$ cat src/rtl/uart_rx_byte.sv
// 8N1 serial receiver with start-glitch rejection, framing-error detection and a
// valid/ready hold register that flags overruns when downstream is still busy.
module uart_rx_byte #(
   parameter int CLKS_PER_BIT = 16
) (
   input  logic       clk,
   input  logic       rst,
   input  logic       rx,
   input  logic       data_ready,
   output logic [7:0] data,
   output logic       data_valid,
   output logic       frame_err,
   output logic       overrun,
   output logic       busy
);

   // state    | meaning
   // ST_IDLE  | line idle, waiting for a falling edge on rxs
   // ST_START | timing half a bit to re-check the start bit mid-cell
   // ST_DATA  | sampling 8 data bits, one per bit period, LSB first
   // ST_STOP  | waiting one bit period, then sampling the stop bit

   localparam int N  = CLKS_PER_BIT;
   localparam int H  = N / 2;
   localparam int CW = $clog2(N);
   localparam logic [CW-1:0] CNT_LAST = CW'(N - 1);
   localparam logic [CW-1:0] CNT_HALF = CW'(H - 1);

   typedef enum logic [1:0] {
      ST_IDLE,
      ST_START,
      ST_DATA,
      ST_STOP
   } state_t;

   state_t        state, state_nx;
   logic [CW-1:0] cnt, cnt_nx;
   logic [2:0]    idx, idx_nx;
   logic [7:0]    shift, shift_nx;
   logic          done_q, done_nx;
   logic          ferr_q, ferr_nx;
   logic          rx_meta, rxs;

   always_ff @(posedge clk) begin
      if (rst) begin
         rx_meta <= 1'b1;
         rxs     <= 1'b1;
      end else begin
         rx_meta <= rx;
         rxs     <= rx_meta;
      end
   end

   always_ff @(posedge clk) begin
      if (rst) begin
         state  <= ST_IDLE;
         cnt    <= '0;
         idx    <= '0;
         shift  <= '0;
         done_q <= 1'b0;
         ferr_q <= 1'b0;
      end else begin
         state  <= state_nx;
         cnt    <= cnt_nx;
         idx    <= idx_nx;
         shift  <= shift_nx;
         done_q <= done_nx;
         ferr_q <= ferr_nx;
      end
   end

   always_comb begin
      state_nx = state;
      cnt_nx   = cnt;
      idx_nx   = idx;
      shift_nx = shift;
      done_nx  = 1'b0;
      ferr_nx  = 1'b0;
      case (state)
         ST_IDLE: begin
            if (!rxs) begin
               cnt_nx   = '0;
               state_nx = ST_START;
            end
         end
         ST_START: begin
            if (cnt == CNT_HALF) begin
               if (!rxs) begin
                  state_nx = ST_DATA;
                  cnt_nx   = '0;
                  idx_nx   = '0;
               end else begin
                  state_nx = ST_IDLE;
               end
            end else begin
               cnt_nx = cnt + CW'(1);
            end
         end
         ST_DATA: begin
            if (cnt == CNT_LAST) begin
               shift_nx[idx] = rxs;
               cnt_nx        = '0;
               if (idx == 3'd7) begin
                  state_nx = ST_STOP;
               end else begin
                  idx_nx = idx + 3'd1;
               end
            end else begin
               cnt_nx = cnt + CW'(1);
            end
         end
         ST_STOP: begin
            // Return to idle mid-stop-bit so a back-to-back start edge is not missed.
            if (cnt == CNT_LAST) begin
               done_nx  = rxs;
               ferr_nx  = !rxs;
               cnt_nx   = '0;
               state_nx = ST_IDLE;
            end else begin
               cnt_nx = cnt + CW'(1);
            end
         end
         default: state_nx = ST_IDLE;
      endcase
   end

   always_ff @(posedge clk) begin
      if (rst) begin
         data       <= 8'h00;
         data_valid <= 1'b0;
         frame_err  <= 1'b0;
         overrun    <= 1'b0;
      end else begin
         frame_err <= ferr_q;
         overrun   <= 1'b0;
         if (done_q) begin
            if (!data_valid || data_ready) begin
               data       <= shift;
               data_valid <= 1'b1;
            end else begin
               overrun <= 1'b1;
            end
         end else if (data_valid && data_ready) begin
            data_valid <= 1'b0;
         end
      end
   end

   assign busy = (state != ST_IDLE);

endmodule

$ cat config.mk
export PLATFORM = sky130hd
export DESIGN_NAME = uart_rx_byte
export DESIGN_NICKNAME = d
export VERILOG_FILES = /design/src/rtl/uart_rx_byte.sv
export SDC_FILE = /design/constraint.sdc
export NUM_CORES = 1
export LEC_CHECK = 0
export BUFFER_PORTS_ARGS = -buffer_cell sky130_fd_sc_hd__buf_2
export CORE_ASPECT_RATIO = 2
export CORE_MARGIN = 1.5
export CORE_UTILIZATION = 30
export DETAILED_ROUTE_END_ITERATION = 10
export PLACE_DENSITY = 0.48
export SETUP_SLACK_MARGIN = 0.3
export SYNTH_ARGS = -nofsm -noshare
export SYNTH_HDL_FRONTEND = slang
export SYNTH_SLANG_ARGS = --single-unit
$ cat constraint.sdc
create_clock -name clk -period 1.73 [get_ports clk]
set_input_delay 0.173 -clock clk [delete_from_list [all_inputs] [get_ports clk]]
set_output_delay 0.173 -clock clk [all_outputs]
set_load 0.1 [all_outputs]
==> Yosys cells after proc, flatten, opt, wreduce, memory -nomap -nowiden <==
Cells that the tools add are included.
{ "word_totals": {"mem_bits_rw": 0, "memories": 0, "latchBits": 0, "register_bits": 32, "mem_bits_ro": 0} }
{ "classes": {"n_div": 0, "reduce_logical": 17, "n_mux": 23, "n_bitwise": 3, "n_eq_ne": 14, "order_cmp": 2, "shift": 0, "n_mul": 0, "n_addsub": 2} }
{ "ops": {"columns": ["op", "count"], "rows": [
  ["$ne 2x2->1 const B", 7],
  ["$mux 2", 6],
  ["$mux 3", 4],
  ["$mux 4", 3],
  ["$pmux 4 s3", 1],
  ["$reduce_and 5->1", 2],
  ["$bwmux 8", 1],
  ["$pmux 2 s4", 1],
  ["$pmux 3 s2", 1],
  ["$reduce_and 2->1", 3],
  ["$reduce_bool 2->1", 3],
  ["$mux 1", 5],
  ["$add 4x1->4 const B", 1],
  ["$eq 2x2->1 const B", 2],
  ["$eq 4x3->1 const B", 1],
  ["$eq 4x4->1 const B", 1],
  ["$lt 3x4->1 const B", 1],
  ["$reduce_or 2->1", 2],
  ["$add 3x1->3 const B", 1],
  ["$demux 1 s3", 1],
  ["$eq 3x3->1 const B", 1],
  ["$ge 3x1->1 const B", 1],
  ["$not 1->1", 3],
  ["$reduce_or 3->1", 1],
  ["6 further kinds", 8]
]} }

==> Longest topological paths before layout <==
Gate-level depths: netlist of the first run.
{ "depth": {"ltp_word": 5, "depth_mapped": 5, "depth_no_buf": 5} }

==> Worst setup path after synthesis of the first run <==
No wires, ideal clock.
{ "synth_timing": {"path_kind": "reg-to-reg", "start": "reg data_valid", "end": "reg data[0]", "required_time_ps": 1659, "synth_period_minus_slack_ps": 1652, "setup_time_ps": 71, "setup_slack_ps": 78, "n_path_buf": 0, "path_stages_with_launch": 4, "t_arrival_ps": 1581, "path_cell_list": "dfxtp_1 nor2b_1 o21ai_0 a21oi_1"} }
{ "synth_via": {"elab_chain_cells": 3} }
{ "synth_lines": {"columns": ["element", "line", "rtl"], "rows": [
  ["from (decl)", "11", "output logic data_valid,"],
  ["from (signal assigned)", "130", "data_valid <= 1'b0;"],
  ["from (signal assigned)", "139", "data_valid <= 1'b1;"],
  ["from (signal assigned)", "144", "data_valid <= 1'b0;"],
  ["$logic_not 1->1", "137", "if (!data_valid || data_ready) begin"],
  ["$logic_or 1x1->1", "137", null],
  ["$reduce_and 2->1 (no source line)", null, null],
  ["to (signal assigned)", "138", "data <= shift;"],
  ["to (decl)", "10", "output logic [7:0] data,"]
]} }
No other way between the ends.
A chain may end at the register's enable or synchronous reset.

==> Worst setup path after layout of the first run <==
{ "layout_timing": {"start": "reg state[0]", "end": "out busy"} }
{ "layout_via": {"elab_chain_cells": 1} }
{ "layout_lines": {"columns": ["element", "line", "rtl"], "rows": [
  ["from (decl)", "36", "state_t state, state_nx;"],
  ["from (signal assigned)", "63", "state <= state_nx;"],
  ["$reduce_bool 2->1", "149", "assign busy = (state != ST_IDLE);"],
  ["to (decl)", "14", "output logic busy"]
]} }
No other way between the ends.

==> results of run 1 <==
[stage by stage]
stage / setup TNS [ns] / hold WS [ns]
finish: 0 / 0.06797
global route: 0 / 0.05948
CTS: 0 / 0.06359
detailed placement: -0.004170 / 0.3590
global placement: 0 / 0.3523
floorplan: 0 / 0.2701
[final timing paths]
kind,start,endpoint,slack (ns),depth (start not counted)
worst max-delay path,state[0]$_SDFFE_PP0P_,busy,0.33,3
worst min-delay path,rx,rx_meta$_SDFF_PP1_,0.07,2
worst max register to register,idx[0]$_SDFFE_PP0P_,idx[1]$_SDFFE_PP0P_,0.35,4
worst min register to register,rx_meta$_SDFF_PP1_,rxs$_SDFF_PP1_,0.41,1
[report_power, final]
| part | internal [W] | switching (W) |
|---|---|---|
| logic | 0.0000314 | 0.0000411 |
| clock network | 0.000354 | 0.000260 |
| registers | 0.000739 | 0.00000778 |
[state kept, by name (all words and copies together), names as in the netlist, 3 cells and up, named ones only]
signal	cells
cnt	4
idx	3
shift	8
data	8
[final cells by class]
cell class,instances,area (sq um),area share
well taps,57,71.32,0.03862
flip-flops and latches,32,658.1,0.3564
inverters,5,18.77,0.01016
repair buffers,24,161.4,0.08740
clock buffers,7,96.34,0.05217
multi-input cells,117,840.8,0.4553
[cell usage in the layout, fill, tap and decap left out, types with 2 or more instances in the layout]
cell type,count
buf_2,14
dfxtp_2,5
nand2b_1,15
nand4b_1,4
clkbuf_8,7
a31oi_1,2
inv_1,5
nor3b_1,2
buf_4,8
nor3_1,3
or2_1,3
dfxtp_4,3
nor4_1,3
nand3b_1,2
o21ai_0,10
dfxtp_1,24
nand2_1,2
nor2_1,4
or3b_1,2
a21oi_1,14
and2b_1,2
nor2b_1,3
nand3_1,13
mux2i_1,11
[synth_stat cells (2+ instances only)]
| library cell | count |
|---|---|
| a21oi_1 | 14 |
| a31oi_1 | 2 |
| and2b_1 | 2 |
| buf_2 | 3 |
| buf_4 | 2 |
| clkbuf_1 | 8 |
| dfxtp_1 | 32 |
| ha_1 | 3 |
| inv_1 | 5 |
| mux2i_1 | 11 |
| nand2_1 | 3 |
| nand2b_1 | 15 |
| nand3_1 | 13 |
| nand3b_1 | 2 |
| nand4b_1 | 4 |
| nor2_1 | 4 |
| nor2b_1 | 3 |
| nor3_1 | 3 |
| nor3b_1 | 2 |
| nor4_1 | 4 |
| o21ai_0 | 10 |
| or2_1 | 3 |
| or3b_1 | 2 |
[layer usage]
metal | global-route usage | wire length (um) | up-vias
met5 | 0 | 0 | -
met4 | 0.06777 | 119 | 0
met3 | 0.03592 | 99 | 9
met2 | 0.2257 | 1800 | 22
met1 | 0.1364 | 1361 | 572
li1 | - | - | 631
[kinds of logic after synthesis]
logic type,Yosys count,share of synthesized area
AND/OR/NAND/NOR,69,0.2944
adder cells (fa/ha/maj),3,0.02447
buffers and inverters,20,0.06117
flip-flops,32,0.4176
AO/OA/AOI/OAI,34,0.1305
multiplexers,11,0.07178
[timing repair]
action / CTS / global route
setup buffers: 0 / 3
pin swaps: 1 / 4
endpoints found under the setup margin: 12 / 10
cloned: 0 / 0
resized for setup: 10 / 9
==> run metrics, run 1 <==
Nets=~190; status=finished clean; syn avg cell area=9.077 sq um; syn_nets=176; max-slew violation count=0; Fill cells=516; Slew @ Worst Pin=0.4881 ns; Num CTS Buffers=5; routed vias=roughly 1200; std cell rows=36; Setup Skew=0.006852 ns; CTS tree=built; final setup fails=0; leading area contributor after synthesis=dfxtp_1; share of post-route cells with drive strength above 1=0.2595; chip height=104.1 um; drt drc=0; core area=4910 sq um; WP data arrival=1.23 ns; Slew headroom=0.6768; antenna diode count=0; hold buffers post-CTS=0; Peak VDD IR=about 480 uV; Static Leak=0.7267 nW; die area=5577 sq um; post-place setup slack=-0.004170 ns; Post-Synthesis Cells=169; slowest cell delay on critical path=between 0.3 and 0.4 ns; worst path required time=~1.6 ns; DR vias/cell=5.099; Cell Area, Placed=roughly 1700 sq um; vias in the first global route=1184; cell area after synthesis=roughly 1500 sq um; initial core utilization=0.3124; Final period util=0.8082; post-synthesis async set-or-reset flop share=0; WP buf/inv=2; CP Class=flop to output port; CP Capture Type=output port; final worst slack=0.3318 ns; gp weighted congestion=around 0.82; sequential share of the synthesized area=0.4176; RSZ-0062 raised after global routing=no; maxcap violations=0; Synth Warn #=0; total gr overflow=0; Synth Register Bits=32; Hold WC Path Type=input port to flop; H-tree depth=2; final core utilization=0.3761; first-pass GRT wire length=5478 um; CP max-delay cell=dfxtp_4; maximum clock path buffer count=2; # placed instances=between 200 and 250; worst-path cell chain=buf_6, or2_4, buf_12; Buffers on Ports=15; final WL=3380 um; top-area cell type share of the netlist area=0.4176; drt first pass iters=4; initial antenna violation count=0; DRT iter0 DRCs=23; min Tclk post-route=1.398 ns; clk sinks=32; WL/cell=13.97 um; Antenna Nets Post-Route=0; Highest Clock Rate=715.2 MHz; PD cells=slightly below 800 nW/um^2; largest net degree at the start of global routing=25; clk_lat worst skew=0.28 ns; # IOs=16; synth-to-layout area growth=20.39%; die span in x=roughly 54 um; Pwr Total=0.001434 W; Hold Fails Final Rpt=0; Clock Tree Root=clkbuf_8; DP Wirelength=2500 um; post-synth cell types=42; fin cells=242; Crit path max-delay family=flip-flops; nature of the critical path startpoint=flop; Primary FF master, synth=dfxtp_1; CP Max Fanout=14; fin area=1847 sq um; main area contributors after synthesis=dfxtp_1, mux2i_1, nand2b_1; Overall Global Routing Usage=0.1313; EDFF count, synth=0; Reg clk slew, reported paths=0.07 ns
(Power assumes the default switching activity.)
==> run 2, diff against run 1 <==
==> constraint.sdc (replaced) <==
create_clock -name clk -period 1.4 [get_ports clk]
set_input_delay 0.14 -clock clk [delete_from_list [all_inputs] [get_ports clk]]
set_output_delay 0.14 -clock clk [all_outputs]
set_load 0.1 [all_outputs]
==> run 2 against run 1 <==
Register-to-register slack got worse by 0.30 ns. Routed wire length increased by 12%. Sequential share of layout area decreased by 5.3 points. Largest cell class unchanged. Cell count increased by 8.3%. Die area unchanged. Combinational power increased by 56%. Critical path depth increased by 1. Highest routed layer unchanged.
==> run metrics, run 2 (synthesized netlist as in run 1, its figures left out) <==
worst-path cell chain=buf_4, nand3_4, o32a_1, mux2i_1; Num CTS Buffers=5; CP Max Fanout=6; DR vias/cell=between 5 and 6; Hold Fails Final Rpt=0; Reg clk slew, reported paths=0.07 ns; final core utilization=0.4526; maximum clock path buffer count=2; # placed instances=243; hold endpoint=rx_meta$_SDFF_PP1_; core area=4910 sq um; Sequential Power Share=0.481; routed vias=1331; Final period util=0.9645; first-pass GRT wire length=6437 um; hold path cells=2; PD cells=around 860 nW/um^2; final setup fails=0; DP Wirelength=2750 um; Overall Global Routing Usage=0.1554; initial antenna violation count=0; hold path start=rx; drt first pass iters=4; worst path required time=1.56 ns; WL/cell=between 10 and 15 um; top flop regs=data: 8 flops, shift: 8 flops, cnt: 4 flops; share of post-route cells with drive strength above 1=0.4341; sw frac=0.2188; H-tree depth=2; Nets=211; post-place setup slack=-0.01162 ns; clk sinks=32; Clock Tree Root=clkbuf_8; Hold WC Path Type=input port to flop; CTS tree=built; vias in the first global route=1429; final worst slack=0.04966 ns; # IOs=16; chip height=104.1 um; slowest cell delay on critical path=approximately 0.43 ns; RSZ-0062 raised after global routing=yes; Antenna Nets Post-Route=0; total gr overflow=0; die area=5577 sq um; max-slew violation count=0; CP Capture Type=flop; Highest Clock Rate=740.6 MHz; synth-to-layout area growth=44.86%; Buffers on Ports=15; Slew headroom=0.7622; CP max-delay cell=dfxtp_2; Slew @ Worst Pin=0.3567 ns; final WL=3784 um; Reg-to-Reg Start=cnt[2]$_SDFF_PP0_; sw power=0.0004168 W; nature of the critical path startpoint=flop; Worst Reg-to-Reg Cells=4; Setup Skew=roughly 0.0090 ns; maxcap violations=0; fin cells=262; setup slack, reg-to-reg=between 0.04 and 0.05 ns; Peak VDD IR=~660 uV; initial core utilization=0.3124; clock share of power=0.460; min Tclk post-route=1.350 ns; commonest non-fill, non-tap cells in the layout=buf_4, dfxtp_1, nand2b_1; hold buffers post-CTS=0; WP data arrival=1.51 ns; largest net degree at the start of global routing=20; r2r endpoint=idx[1]$_SDFFE_PP0P_; Static Leak=just under 0.9 nW; Pint=0.001489 W; die span in x=53.57 um; status=finished clean; DRT iter0 DRCs=28; drt drc=0; antenna diode count=0; std cell rows=36; clk_lat worst skew=about 0.28 ns; Comb power frac=0.059; CP Class=flop to flop; gp weighted congestion=roughly 0.80; commonest non-fill, non-tap cell in the layout=buf_4
-- run 2: cell types whose count changed in the layout (fill, tap and decap cells not counted), sizes merged --
cell | previous run | this run
clkinv | 0 | 1
buf | 24 | 43
bufinv | 0 | 1
clkbuf | 7 | 6
-- run 2: how the worst max path moves through the flow --
stage                                startpoint                    end  depth (start not counted)
after CTS                 state[0]$_SDFFE_PP0P_                   busy                          3
final                         cnt[2]$_SDFF_PP0_    idx[1]$_SDFFE_PP0P_                          4
after global routing      state[0]$_SDFFE_PP0P_  shift[1]$_SDFFE_PP0P_                          4
after global placement                     flop  shift[0]$_SDFFE_PP0P_                          4
after floorplan               cnt[0]$_SDFF_PP0_  shift[4]$_SDFFE_PP0P_                          5
after detailed placement                   flop  shift[1]$_SDFFE_PP0P_                          3
-- run 2: critical path, delay by kind of cell (launching register included) --
family | cells | cell delay (ns)
AOI/OAI and AO/OA | 1 | 0.37
muxes | 1 | 0.14
DFF | 1 | 0.43
buffers and inverters | 1 | 0.20
and+or+nand+nor | 1 | 0.09
-- run 2: repair_timing --
action                                  4_1_cts  5_1_grt
gates resized for setup                      40       11
endpoints found under the setup margin       30       20
pin swaps                                    17        9
buffers inserted                             10        1
gates cloned                                  0        0
-- run 2: cell type report --
cell class / instances / area [sq um]
repair buffers: 43 / 361.6
clock buffers: 6 / 72.57
inverters: 5 / 18.77
fillers: 493 / 2688
flip-flops and latches: 32 / 674.4
clock inverters: 2 / 35.03
well taps: 57 / 71.32
multi-input cells: 117 / 988.4
-- run 2: layer usage --
layer | global-route usage | vias to the layer above | routed length (um)
li1 | - | 670 | -
met1 | 0.1509 | 629 | 1353
met2 | 0.2866 | 25 | 2224
met3 | 0.03448 | 7 | 109
met4 | 0.07143 | 0 | 97
met5 | 0 | - | 0
-- run 2: power by group through the flow --
stage                     combinational (W)  sequential [W]  clock, W
final                              0.000113        0.000917  0.000876
after detailed placement          0.0000976        0.000941         0
after floorplan                   0.0000712        0.000937         0
after global routing               0.000123        0.000917  0.000945
after CTS                          0.000109        0.000918  0.000905
after global placement            0.0000963        0.000941         0
-- run 2: through the flow --
| stage | TNS, ns | hold WS [ns] | area [sq um] | total power [W] |
|---|---|---|---|---|
| floorplan | 0 | 0.2371 | 1619 | 0.001008 |
| global placement | 0 | 0.3197 | 1824 | 0.001037 |
| global route | 0 | 0.04385 | 2222 | 0.001984 |
| finish | 0 | 0.03038 | 2222 | 0.001906 |
| CTS | 0 | 0.02184 | 2160 | 0.001933 |
| detailed placement | -0.01162 | 0.3205 | 1824 | 0.001039 |
